**config.mk**
```make
export PLATFORM = sky130hd
export DESIGN_NAME = bp_tlb_page_walker
export DESIGN_NICKNAME = d
export VERILOG_FILES = /design/src/rtl/bp_tlb_page_walker.sv
export SDC_FILE = /design/constraint.sdc
export NUM_CORES = 1
export LEC_CHECK = 0
export BUFFER_PORTS_ARGS = -buffer_cell sky130_fd_sc_hd__buf_2
export CORE_MARGIN = 1
export CORE_UTILIZATION = 46
export CTS_CLUSTER_DIAMETER = 100
export CTS_CLUSTER_SIZE = 30
export DETAILED_ROUTE_END_ITERATION = 12
export GPL_ROUTABILITY_DRIVEN = 0
export PLACE_DENSITY = 0.79
export SLEW_MARGIN = 0
export SYNTH_ARGS = -nofsm -noshare
export SYNTH_HDL_FRONTEND = slang
export SYNTH_SLANG_ARGS = --single-unit
```
**constraint.sdc**
```tcl
create_clock -name clk_i -period 4.3 [get_ports clk_i]
set_clock_uncertainty 0.15 [all_clocks]
set_input_delay 0.43 -clock clk_i [delete_from_list [all_inputs] [get_ports clk_i]]
set_output_delay 0.43 -clock clk_i [all_outputs]
set_load 0.05 [all_outputs]
```
**src/rtl/bp_tlb_page_walker.sv**
```systemverilog
// Sv39 page-table walker: services one TLB miss at a time and returns either a
// leaf entry for the TLB write port or a one-cycle page-fault pulse.
module bp_tlb_page_walker #(
  parameter int unsigned vtag_width_p = 27,
  parameter int unsigned ptag_width_p = 28,
  parameter int unsigned pte_width_p  = 64,
  parameter int unsigned levels_p     = 3
) (
  input  logic                     clk_i,
  input  logic                     reset_n_i,
  input  logic                     flush_i,
  input  logic [ptag_width_p-1:0]  base_ppn_i,
  input  logic                     miss_v_i,
  input  logic [vtag_width_p-1:0]  miss_vtag_i,
  output logic                     ready_o,
  output logic                     mem_v_o,
  output logic [ptag_width_p+11:0] mem_addr_o,
  input  logic                     mem_ready_i,
  input  logic                     mem_data_v_i,
  input  logic [pte_width_p-1:0]   mem_data_i,
  output logic                     fill_v_o,
  output logic [vtag_width_p-1:0]  fill_vtag_o,
  output logic [ptag_width_p+3:0]  fill_entry_o,
  output logic                     fault_v_o,
  output logic [vtag_width_p-1:0]  fault_vtag_o
);

  localparam int unsigned LvlW = (levels_p > 1) ? $clog2(levels_p) : 1;

  typedef enum logic [2:0] {
    StIdle,
    StSend,
    StWait,
    StFill,
    StFault,
    StDrain
  } state_e;

  state_e                  state_q;
  logic [vtag_width_p-1:0] vtag_q;
  logic [ptag_width_p-1:0] ppn_q;
  logic [LvlW-1:0]         level_q;
  logic [ptag_width_p+3:0] entry_q;

  logic                    pte_v, pte_r, pte_w, pte_x, pte_u;
  logic [ptag_width_p-1:0] pte_ppn, lvl_mask, vtag_ext, leaf_ptag;
  logic                    pte_invalid, pte_pointer, pte_misaligned;
  logic [8:0]              vpn_slice;
  logic                    unused_pte;

  // Reserved/software PTE bits play no part in the walk.
  assign unused_pte = ^{mem_data_i[pte_width_p-1:10+ptag_width_p], mem_data_i[9:5]};

  always_comb begin
    pte_v          = mem_data_i[0];
    pte_r          = mem_data_i[1];
    pte_w          = mem_data_i[2];
    pte_x          = mem_data_i[3];
    pte_u          = mem_data_i[4];
    pte_ppn        = mem_data_i[10 +: ptag_width_p];
    // Low 9*level bits of the PPN come from the VPN on a superpage.
    lvl_mask       = (ptag_width_p'(1) << (9 * level_q)) - ptag_width_p'(1);
    vtag_ext       = ptag_width_p'(vtag_q);
    leaf_ptag      = (pte_ppn & ~lvl_mask) | (vtag_ext & lvl_mask);
    pte_invalid    = ~pte_v | (pte_w & ~pte_r);
    pte_pointer    = ~pte_r & ~pte_w & ~pte_x;
    pte_misaligned = (level_q != '0) && ((pte_ppn & lvl_mask) != '0);
    vpn_slice      = vtag_q[9 * level_q +: 9];
  end

  assign ready_o      = (state_q == StIdle);
  assign mem_v_o      = (state_q == StSend);
  assign mem_addr_o   = {ppn_q, vpn_slice, 3'b000};
  assign fill_v_o     = (state_q == StFill) & ~flush_i;
  assign fault_v_o    = (state_q == StFault) & ~flush_i;
  assign fill_vtag_o  = vtag_q;
  assign fault_vtag_o = vtag_q;
  assign fill_entry_o = entry_q;

  always_ff @(posedge clk_i or negedge reset_n_i) begin
    if (!reset_n_i) begin
      state_q <= StIdle;
      vtag_q  <= '0;
      ppn_q   <= '0;
      level_q <= '0;
      entry_q <= '0;
    end else begin
      unique case (state_q)
        StIdle: begin
          if (miss_v_i && !flush_i) begin
            vtag_q  <= miss_vtag_i;
            ppn_q   <= base_ppn_i;
            level_q <= LvlW'(levels_p - 1);
            state_q <= StSend;
          end
        end
        StSend: begin
          // A request already handed to memory must have its response drained.
          if (flush_i) begin
            state_q <= mem_ready_i ? StDrain : StIdle;
          end else if (mem_ready_i) begin
            state_q <= StWait;
          end
        end
        StWait: begin
          if (mem_data_v_i) begin
            if (flush_i) begin
              state_q <= StIdle;
            end else if (pte_invalid) begin
              state_q <= StFault;
            end else if (pte_pointer) begin
              if (level_q == '0) begin
                state_q <= StFault;
              end else begin
                level_q <= level_q - 1'b1;
                ppn_q   <= pte_ppn;
                state_q <= StSend;
              end
            end else if (pte_misaligned) begin
              state_q <= StFault;
            end else begin
              entry_q <= {leaf_ptag, pte_u, pte_x, pte_w, pte_r};
              state_q <= StFill;
            end
          end else if (flush_i) begin
            state_q <= StDrain;
          end
        end
        StFill, StFault: state_q <= StIdle;
        StDrain: begin
          if (mem_data_v_i) begin
            state_q <= StIdle;
          end
        end
        default: state_q <= StIdle;
      endcase
    end
  end

endmodule

```
# Word level (Yosys, flattened, before mapping)
# Index checks and enable logic that the tools add are counted.
# word_totals
inputBits,125
elab_cells,82
register_bits,92
output_inout_bits,130
# classes
eq_ne,14
n_mul,1
reduce_logical,12
shift,2
bitwise,19
addsub,2
muxes,27
# ops
cell,n
$mux W28,6
$and A28 B28 Y28,2
$pmux W28 S2,1
$mux W3,12
$and A27 B28 Y28,1
$not A28 Y28,1
$or A28 B28 Y28,1
$reduce_bool A28 Y1,1
$shl A1 B6 Y28 const A,1
$sub A28 B2 Y28 const B,1
$shiftx A27 B7 Y9,1
$mux W2,6
$ne A2 B2 Y1 const B,6
$pmux W3 S4,1
$not A1 Y1,8
$reduce_and A7 Y1,1
$eq A3 B2 Y1 const B,2
$eq A3 B3 Y1 const B,2
$mul A4 B2 Y6 const A,1
$reduce_and A6 Y1,1
$and A1 B1 Y1,5
$pmux W2 S2,1
$reduce_and A4 Y1,1
$reduce_bool A2 Y1,2
11 further kinds,12

# Logic depth before layout (Yosys ltp)
# depth
word_depth,12
depth_mapped,12
mapped_depth_nobuf,9

# Worst setup path before layout
# Ideal clock, no wire load.
# synth_timing
kind,register -> register
start,reg level_q[0]
end,reg entry_q[21] (netlist: fill_entry_o[21])
arrival_time_ns,2.859
required_time_ns,4.025
path_buffers,4
synth_period_minus_slack_ns,3.134
stages_incl_launch_ff,13
setup_ns,0.125
path_slack_ns,1.166
cell_sequence,dfrtp_1 -> buf_1 -> inv_1 -> ha_1 -> inv_1 -> ha_1 -> clkbuf_1 -> o21ai_0 -> a41o_1 -> and2_4 -> buf_8 -> buf_12 -> mux2_4
# synth_between
elab_chain_cells,8
elab_cells_between_ends,13
classes_between,add/sub (1); mul (1); shift (1); bitwise (6); reduce/logical (4)
# synth_rtl
element,line_no,source
from (decl),42,logic [LvlW-1:0] level_q;
from (signal assigned),93,level_q <= LvlW'(levels_p - 1);
from (signal assigned),115,level_q <= level_q - 1'b1;
$mul A4 B2 Y6,62,lvl_mask = (ptag_width_p'(1) << (9 * level_q)) - ptag_width_p'(1);
$shl A1 B6 Y28,62,
$sub A28 B2 Y28,62,
$and A28 B28 Y28,67,pte_misaligned = (level_q != '0) && ((pte_ppn & lvl_mask) != '0);
$reduce_bool A28 Y1,67,
$logic_and A1 B1 Y1,67,
$not A1 Y1 (no source line),-,
$reduce_and A6 Y1 (no source line),-,
to (signal assigned),122,"entry_q <= {leaf_ptag, pte_u, pte_x, pte_w, pte_r};"
to (decl),43,logic [ptag_width_p+3:0] entry_q;
# Parallel ways exist; a longest one is shown, timed or not.
# A chain may end at the register's enable or synchronous reset.

# Worst setup path in the final report
# layout_timing
start,reg level_q[1]
end,reg entry_q[20] (netlist: fill_entry_o[20])
# The elaborated chain is that of the path after synthesis.

==> metrics.txt <==
share of cells above drive strength 1 0.5437; crit path time final 3.356 ns; Worst EP arrival 3.44 ns; RSZ-0062 raised after global routing no; Die X 104.7 µm; global-route wire length before repair 20.63 mm; Synth Register Bits 92; final hold violation count 0; clock buffer count from CTS 9; worst path required time 4.39 ns; WL final 12.82 mm; number of enable flip-flop cells after synthesis 0; max incr delay on CP 0.50 ns; Slew HR 0.2986; total number of vias 3879; ant diodes 0; CTS tree done; HP Class in -> reg; cell area power density 917.4 mW/mm²; max_cap viols 0; WS Path Type reg -> reg; commonest non-fill, non-tap cell in the layout buf_2; worst-path fanout max 29; register area share after synthesis 0.4742; IO Pins 255; Initial Util 0.4724; final worst path period share 0.7805; Wirelength per Cell 17.25 µm; clock latency on the worst-skew pair 0.36 ns; setup_tns 0 ns; area share of the largest cell type after synthesis 0.4742; Worst path slowest cell dfrtp_1; ys async rst share 1.000; initial antenna violation count 0; top_reg_cell synth dfrtp_1; total core area 0.01028 mm²; most frequent cells in the layout 219 x buf_2, 92 x dfrtp_1, 76 x mux2_2; crit path cell chain inv_1 > ha_1 > buf_4 > inv_1 > ha_1 > nor2b_1 > a2111oi_4 > a41o_1 > and2_4 > mux2_2; GR Overflow Total 0; Setup Buffers After CTS 0; syn_area_per_cell 11.61 µm²; CTS clock-pin slew for the worst setup and hold paths 0.10 ns; pin count of the biggest net entering global routing 61; Pwr Total 5.526 mW; critical path startpoint category flip-flop; Synthesis Warnings 0; total clock sinks 92; # nets final 733; H-tree depth 3; DRC violations left 0; Initial DRC Count 126; Achievable Freq 298.0 MHz; status finished, final reports clean; clk buf depth 2; via/cell ratio 5.221; Cells after Synth 418; crit end category flip-flop; Max VDD drop 0.5910 mV; Mapped Area 0.004855 mm²; First-pass DRT Iterations 6; vias in the first global route 3903; Die Y-Extent 104.7 µm; area added between synthesis and finish 24.07%; GR Util All Layers 0.2412; Slew @ Worst Pin 1.052 ns; final-report max-slew violation count 0; full die area 0.01097 mm²; dpl hpwl 9.671 mm; Synth area leader dfrtp_1; final setup fails 0; leak pwr 3.256 nW; dominant cells by area after synthesis dfrtp_1 47%, mux2_2 18%, mux2i_1 7.6%; Synth cell types 41; clock root buffer master clkbuf_8; std cell rows 37; CTS resizes 0; antenna violation net count after detailed routing 0; fill count 912; I/O Buffers 220
-- worst paths after layout --
path                                        start                           end  slack [ns]  cells after the start
min in group asynchronous               reset_n_i         ppn_q[20]$_DFFE_PN0P_        0.43                      2
min                               miss_vtag_i[14]  fault_vtag_o[14]$_DFFE_PN0P_        0.15                      2
min reg2reg                 ppn_q[26]$_DFFE_PN0P_         ppn_q[26]$_DFFE_PN0P_        0.33                      2
max in group asynchronous               reset_n_i   fault_vtag_o[4]$_DFFE_PN0P_        2.47                      3
max reg2reg                level_q[1]$_DFFE_PN0P_  fill_entry_o[20]$_DFFE_PN0P_        0.94                     10
max                        level_q[1]$_DFFE_PN0P_  fill_entry_o[20]$_DFFE_PN0P_        0.94                     10
-- state kept, by name, summed over array words and instances (netlist names) --
name and flops:
ppn_q 28, fault_vtag_o 27, state_q 3, fill_entry_o 32, level_q 2
-- what timing repair did --
| action | CTS | global route |
|---|---|---|
| setup endpoints to repair | 0 | 0 |
| hold buffers | 1 | 0 |
| endpoints found under the hold margin | 42 | 0 |
-- power breakdown --
group,internal (mW),switching [mW],total [mW]
Clock,0.269,0.310,0.579
Combinational,0.894,2.57,3.46
Sequential,1.16,0.326,1.48
Total,2.32,3.20,5.53
-- layer usage --
metal / part of all wire / vias to the layer above / track usage
li1: - / 1813 / -
met5: 0 / - / 0
met3: 0.049 / 24 / 0.04928
met2: 0.49 / 142 / 0.4134
met4: 0.024 / 0 / 0.08853
met1: 0.43 / 1900 / 0.3007
-- stage by stage --
| stage | hold slack [ns] | cell area (µm²) | utilization | std cells | setup WS (ns) |
|---|---|---|---|---|---|
| CTS | 0.1327 | 6023 | 0.5861 | 743 | 0.9091 |
| detailed placement | 0.3014 | 5823 | 0.5666 | 727 | 0.9174 |
| global placement | 0.3047 | 5823 | 0.5666 | 727 | 1.019 |
| finish | 0.1460 | 6023 | 0.5861 | 743 | 0.9440 |
| global route | 0.1291 | 6023 | 0.5861 | 743 | 0.7431 |
| floorplan | -0.01559 | 4862 | - | 420 | 1.166 |
-- synth_stat cells, types with 3 or more instances --
cell type,number
dfrtp_1,92
mux2_2,76
nand2_1,45
o21ai_0,41
mux2i_1,37
buf_4,31
clkbuf_1,15
mux2_4,10
nor2_1,7
inv_1,6
nor3_1,6
ha_1,5
a21oi_1,4
buf_1,4
or4_1,4
nand3b_1,3
-- cell type report --
cell class | count | area (µm²) | share of cell area
Inverter | 6 | 22.52 | 0.003739
Multi-Input combinational cell | 269 | 2195 | 0.3644
Sequential cell | 92 | 2302 | 0.3822
Clock buffer | 10 | 127.6 | 0.02119
Tap cell | 136 | 170.2 | 0.02825
Timing Repair Buffer | 225 | 1144 | 0.1899
Clock inverter | 5 | 62.56 | 0.01039
-- kinds of logic after synthesis --
logic type	Yosys count	synth area share
AO/OA/AOI/OAI	56	0.07037
XOR/XNOR	1	0.001804
adder cells (fa/ha/maj)	5	0.01289
buffers and inverters	59	0.07551
flip-flops	92	0.4742
multiplexers	123	0.2835
other	1	0.0007725
AND/OR/NAND/NOR	81	0.08093
-- worst max-delay path, delay by kind of cell (launching register included) --
kind / cells / cell delay [ns]
flops: 1 / 0.50
simple gates: 2 / 0.55
compound gates: 2 / 0.64
buf+inv: 3 / 0.49
fa+ha+maj: 2 / 0.47
mux: 1 / 0.40
Note: power is estimated with default switching activity, not from simulation.
